--- src/rtl/riscv_mc_ctrl.sv ---
// Multi-cycle Moore control unit for the RISC-V OAC core, with req/ack memory phases and a ULA command decoder.
// Optional illegal-instruction trap state is built when ILLEGAL_INSN_TRAP_EN is defined.
module riscv_mc_ctrl #(
  parameter int ULA_CMD_W   = 3,
  parameter int ACK_TIMEOUT = 16,
  parameter int BNE_EN      = 1
) (
  input  logic                 clk,
  input  logic                 rst_n,
  input  logic [6:0]           opcode,
  input  logic [2:0]           func3,
  input  logic                 func7b5,
  input  logic                 zero,
  input  logic                 imem_ack,
  input  logic                 dmem_ack,
  output logic                 imem_req,
  output logic                 d_mem_re,
  output logic                 d_mem_we,
  output logic                 ir_we,
  output logic                 pc_we,
  output logic                 pc_src,
  output logic                 rf_we,
  output logic [1:0]           rf_src,
  output logic                 ula_src,
  output logic [ULA_CMD_W-1:0] ula_cmd,
  output logic                 bus_err,
  output logic [3:0]           state_o
);

  localparam int CNT_W = (ACK_TIMEOUT > 0) ? $clog2(ACK_TIMEOUT + 1) : 1;

  typedef enum logic [3:0] {
    RST      = 4'd0,
    FETCH    = 4'd1,
    DECODE   = 4'd2,
    EX_R     = 4'd3,
    EX_I     = 4'd4,
    MEM_ADDR = 4'd5,
    MEM_RD   = 4'd6,
    MEM_WR   = 4'd7,
    WB_MEM   = 4'd8,
    BRANCH   = 4'd9,
    JAL      = 4'd10
`ifdef ILLEGAL_INSN_TRAP_EN
    , TRAP   = 4'd11
`endif
  } state_t;

`ifdef ILLEGAL_INSN_TRAP_EN
  localparam state_t ILL_ST = TRAP;
`else
  localparam state_t ILL_ST = FETCH;
`endif

  state_t           state_r;
  logic [CNT_W-1:0] wait_cnt_r;
  logic             wait_st_s;
  logic             ack_s;
  logic             timeout_s;
  logic             bus_err_s;
  logic             branch_ok_s;
  logic [2:0]       cmd3_s;

  function automatic logic [2:0] ula_dec(input logic [6:0] op, input logic [2:0] f3, input logic f7);
    logic [2:0] cmd;
    case (op)
      7'b1100011: cmd = 3'b001;
      7'b0110011, 7'b0010011: begin
        case (f3)
          3'b000:  cmd = (f7 & op[5]) ? 3'b001 : 3'b000;
          3'b010:  cmd = 3'b101;
          3'b100:  cmd = 3'b100;
          3'b110:  cmd = 3'b011;
          3'b111:  cmd = 3'b010;
          default: cmd = 3'b000;
        endcase
      end
      default: cmd = 3'b000;
    endcase
    return cmd;
  endfunction

  // Handshake qualifiers: the timeout is the cycle the counter reaches the limit; a same-cycle ack wins.
  always_comb begin
    wait_st_s   = (state_r == FETCH) || (state_r == MEM_RD) || (state_r == MEM_WR);
    ack_s       = (state_r == FETCH) ? imem_ack : dmem_ack;
    timeout_s   = (ACK_TIMEOUT != 0) && wait_st_s && (wait_cnt_r == CNT_W'(ACK_TIMEOUT));
    bus_err_s   = timeout_s && !ack_s;
    branch_ok_s = (func3 == 3'b000) || ((BNE_EN != 0) && (func3 == 3'b001));
  end

  // State register and wait counter; the counter only survives cycles spent waiting for an ack.
  always_ff @(posedge clk or negedge rst_n) begin
    if (!rst_n) begin
      state_r    <= RST;
      wait_cnt_r <= '0;
    end else begin
      wait_cnt_r <= (wait_st_s && !ack_s && !timeout_s) ? wait_cnt_r + CNT_W'(1) : '0;
      case (state_r)
        RST:    state_r <= FETCH;
        FETCH:  if (imem_ack) state_r <= DECODE;
        DECODE: begin
          case (opcode)
            7'b0110011:             state_r <= EX_R;
            7'b0010011:             state_r <= EX_I;
            7'b0000011, 7'b0100011: state_r <= MEM_ADDR;
            7'b1100011:             state_r <= branch_ok_s ? BRANCH : ILL_ST;
            7'b1101111:             state_r <= JAL;
            default:                state_r <= ILL_ST;
          endcase
        end
        MEM_ADDR: state_r <= opcode[5] ? MEM_WR : MEM_RD;
        MEM_RD: begin
          if (dmem_ack)       state_r <= WB_MEM;
          else if (timeout_s) state_r <= FETCH;
        end
        MEM_WR: if (dmem_ack || timeout_s) state_r <= FETCH;
        EX_R, EX_I, WB_MEM, BRANCH, JAL: state_r <= FETCH;
`ifdef ILLEGAL_INSN_TRAP_EN
        TRAP:   state_r <= TRAP;
`endif
        default: state_r <= RST;
      endcase
    end
  end

  // Output decode from state; requests drop in a timeout cycle that has no ack.
  always_comb begin
    imem_req = 1'b0;
    d_mem_re = 1'b0;
    d_mem_we = 1'b0;
    ir_we    = 1'b0;
    pc_we    = 1'b0;
    pc_src   = 1'b0;
    rf_we    = 1'b0;
    rf_src   = 2'b00;
    ula_src  = 1'b0;
    cmd3_s   = ula_dec(opcode, func3, func7b5);
    case (state_r)
      RST:    cmd3_s = 3'b000;
      FETCH: begin
        imem_req = !bus_err_s;
        ir_we    = imem_ack;
        pc_we    = imem_ack;
      end
      EX_R:     rf_we = 1'b1;
      EX_I: begin
        rf_we   = 1'b1;
        ula_src = 1'b1;
      end
      MEM_ADDR: ula_src = 1'b1;
      MEM_RD: begin
        ula_src  = 1'b1;
        d_mem_re = !bus_err_s;
      end
      MEM_WR: begin
        ula_src  = 1'b1;
        d_mem_we = !bus_err_s;
      end
      WB_MEM: begin
        rf_we  = 1'b1;
        rf_src = 2'b01;
      end
      BRANCH: begin
        pc_src = 1'b1;
        pc_we  = (func3 == 3'b001) ? !zero : zero;
      end
      JAL: begin
        rf_we  = 1'b1;
        rf_src = 2'b10;
        pc_we  = 1'b1;
        pc_src = 1'b1;
      end
`ifdef ILLEGAL_INSN_TRAP_EN
      TRAP:   cmd3_s = 3'b000;
`endif
      default: cmd3_s = cmd3_s;
    endcase
    ula_cmd = ULA_CMD_W'(cmd3_s);
    bus_err = bus_err_s;
    state_o = state_r;
  end

endmodule

--- config.mk ---
export PLATFORM = sky130hd
export DESIGN_NAME = riscv_mc_ctrl
export DESIGN_NICKNAME = d
export VERILOG_FILES = /design/src/rtl/riscv_mc_ctrl.sv
export SDC_FILE = /design/constraint.sdc
export NUM_CORES = 1
export LEC_CHECK = 0
export CORE_MARGIN = 3
export CORE_UTILIZATION = 65
export CTS_CLUSTER_SIZE = 40
export DETAILED_ROUTE_END_ITERATION = 12
export DONT_BUFFER_PORTS = 1
export PLACE_DENSITY_LB_ADDON = 0.25
export SKIP_LAST_GASP = 1
export SLEW_MARGIN = 25
export SYNTH_ARGS = -nofsm -noshare
export SYNTH_HDL_FRONTEND = slang
export SYNTH_SLANG_ARGS = --single-unit
--- constraint.sdc ---
create_clock -name clk -period 4.2 [get_ports clk]
set_clock_uncertainty 0.15 [all_clocks]
set_input_delay 0.84 -clock clk [delete_from_list [all_inputs] [get_ports clk]]
set_output_delay 0.84 -clock clk [all_outputs]
set_load 0.005 [all_outputs]
==> impl_metrics.tcl <==
set metrics [dict create \
    grt_util_met3_pct 7.73 \
    start_util_pct 73.7 \
    detail_route.drc_violations 0 \
    groute.usage.overall_pct 25.3 \
    p_total_uw 359 \
    ys_types 39 \
    critical_path.reg2reg.startpoint "wait_cnt_r[0]" \
    power.share.switching_pct 41.0 \
    grt_pass1_wl_um 3400 \
    grt_util_met2_pct 40.4 \
    cp-startpoint "state_o[1]" \
    clock_sink_count 9 \
    tritoncts.num_buffers 3 \
    critPathSlowestCell "dfrtp_1" \
    synth_enable_flop_cells 0 \
    timing.final.max_slew_violations 0 \
    detailedRoute.firstIterationViolations 28 \
    timing.rr.end "state_o[1]" \
    post_drt_via_cell_ratio 6.74 \
    seq_power_share_pct 38.5 \
    synth_seq_cells 9 \
    synthArstFlopShare_pct 100 \
    dominantRegCellSynth "dfrtp_1" \
    worst_r2r_path_depth 6 \
    overflow 0 \
    crit_path_frequent_cell "o21ai_0" \
    drtAntennaViolNets 0 \
    clockRootBuffer "clkbuf_4" \
    setup_viol_count_final 0 \
    gp_congestion 0.788 \
    power.density_cell_area_nw_per_um2 411 \
    worst-endpoint-required_ns 3.21 \
    finish.instance_area_um2 873 \
    share_of_post_route_cells_with_drive_strength_above_1_pct 11.5 \
    max-clock-path-buffers 2 \
    crit_path_cell_trace "and2b_1, o21ai_0, a211o_1, o21ai_0" \
    fmax_mhz 378 \
    ctsResizeCount 0 \
    via_count_of_the_first_global_routing_pass 771 \
    postCtsSetupBuffers 0 \
    num_io_pins 34 \
    crit_type "reg2out" \
    holdWs_ns 0.113 \
    drv.max_cap_violation_count 0 \
    flow.area_growth_from_synthesis_pct 1.16 \
    clock_insertion_delay_worst_skew_ns 0.26 \
    post_synth_inst_count 104 \
    rsz_0062_raised_after_global_routing "false" \
    postSynthNetCount 122 \
    postSynthAreaPerCell_um2 8.30 \
    tritoncts "built" \
    numPortBuffers 0 \
    cell_area_synth_um2 863 \
    r2r_setup_slk_ns 2.46 \
    finalSetupTns_ns 0 \
    worst_path_dominant_cell_family "flip-flops" \
    worstSetupEndpointType "output port" \
    leakage_uw 0.000328 \
    use_met1_pct 29.8 \
    critPathArrivalTime_ns 1.66 \
    cts_htree_levels 1 \
    top_usage_layer "met2" \
    crit_fanout 13 \
    worstHoldPathType "in2async" \
    antenna_cells 0 \
    share_of_total_power_in_combinational_logic_pct 42.5 \
    worstPathBufferInverterCount 0 \
    detail_route.first_pass.iterations 4 \
    layout.nets 123 \
    critical_path.startpoint_type "register" \
    floorplan.die_area_um2 1800 \
    synth_seq_area_share_pct 26.1 \
    hold_buffers 0 \
    tightest_slew_ns 0.575 \
    final_hold_viol_count 0 \
    die_h_um 42.4 \
    worst_ir_drop_vdd_v 0.000264 \
    critPathMaxStageDelay_ns 0.55 \
    critical_path_cell_count 4 \
    placed_area_um2 846 \
    setup.worst_path.end "pc_we" \
    clkPwrFrac_pct 19.0 \
    vias 795 \
    coreArea_um2 1170 \
    status "complete, no violations" \
    min_period_ns 2.65 \
    detailedPlacementHpwl_um 1610 \
    synth_warnings 0 \
    die_x_um 42.4 \
    grt_start_max_net_pins 16 \
    clkSlewWorstSetupHoldPaths_ns 0.07 \
    p_int_uw 212 \
    min_period_over_period_pct 63.1 \
    wl_per_cell_um 17.1 \
    max-slew-margin-rel_pct 61.7 \
    power_switching_uw 147 \
    drt-total-wl_um 2020 \
    antenna_violations_before_repair 0 \
    number_of_core_rows 12 \
]
==> cell usage in the layout, fill, tap and decap left out, types with 3 or more instances in the layout <==
cell type  netlist  layout
a31oi_1          3       3
nand2b_1         4       4
nand2_1          7       7
nor2_1          14      14
a21oi_1          7       7
o21ai_0          5       5
clkbuf_4         0       3
xnor2_1          3       3
nand3_1          4       4
nor3_1           3       3
o21a_1           3       3
dfrtp_1          9       9
inv_1            7       7
==> synthesized netlist by cell type, types with 2 or more instances <==
cell type | n | area [µm²]
a21oi_1 | 7 | 35.0
nand2_1 | 7 | 26.3
dfrtp_1 | 9 | 225
and3_1 | 2 | 12.5
and2_1 | 2 | 12.5
nand2b_1 | 4 | 25.0
buf_6 | 2 | 22.5
nor2_1 | 14 | 52.6
nor4b_4 | 2 | 47.6
o21a_1 | 3 | 22.5
o22ai_1 | 2 | 12.5
ha_1 | 2 | 25.0
nor4_1 | 2 | 12.5
nor3_1 | 3 | 15.0
o21ai_0 | 5 | 25.0
a31oi_1 | 3 | 18.8
xnor2_1 | 3 | 26.3
inv_1 | 7 | 26.3
nand3_1 | 4 | 20.0
xor2_1 | 2 | 17.5
==> how the worst min path moves through the flow <==
stage	from	endpoint	slack [ns]	depth (start not counted)
2_1_floorplan	wait_cnt_r[0]	wait_cnt_r[0]	0.30	1
5_1_grt	rst_n	wait_cnt_r[1]	0.09	0
6_report	rst_n	wait_cnt_r[1]	0.11	0
3_3_place_gp	wait_cnt_r[0]	wait_cnt_r[0]	0.33	1
4_1_cts	rst_n	wait_cnt_r[1]	0.11	0
3_5_place_dp	wait_cnt_r[0]	wait_cnt_r[0]	0.34	1
==> final cells by class <==
cell class | instances | area (µm²)
multi-input combinational | 84 | 577
fill | 88 | 298
tap | 14 | 17.5
inverter | 7 | 26.3
sequential | 9 | 225
clock buffer | 3 | 22.5
clock inverter | 1 | 5.00
==> sequential cells by signal, summed over array words and instances (netlist names) <==
signal      cells
wait_cnt_r      5
state_o         4
==> power by group through the flow <==
stage	clock network (µW)	registers (µW)	logic, µW
finish	68.4	138	153
global route	76.8	143	171
CTS	70.1	138	152
detailed placement	0	140	150
global placement	0	138	142
floorplan	0	115	153
==> metal layers <==
metal / up-vias / part of all wire (%)
li1: 382 / -
met5: - / 0
met1: 366 / 40
met4: 0 / 2.6
met2: 39 / 48
met3: 8 / 9.1
==> logic make-up (layout without fill, tap and decap cells) <==
logic type / after synthesis / count (layout) / synth area share (%)
AND/OR/NAND/NOR: 49 / 49 / 37.5
AO/OA/AOI/OAI: 28 / 28 / 21.3
buffers and inverters: 11 / 11 / 7.10
flip-flops: 9 / 9 / 26.1
XOR/XNOR: 5 / 5 / 5.07
adder cells (fa/ha/maj): 2 / 2 / 2.90
==> metrics by stage <==
stage / instances / util [%] / setup WS, ns
final: 118 / 74.6 / 1.55
after global routing: 118 / 74.6 / 1.42
after CTS: 118 / 74.6 / 1.54
after detailed placement: 114 / 72.2 / 1.62
after global placement: 114 / 72.2 / 1.64
after floorplan: 104 / - / 1.72
(Power assumes the default switching activity.)
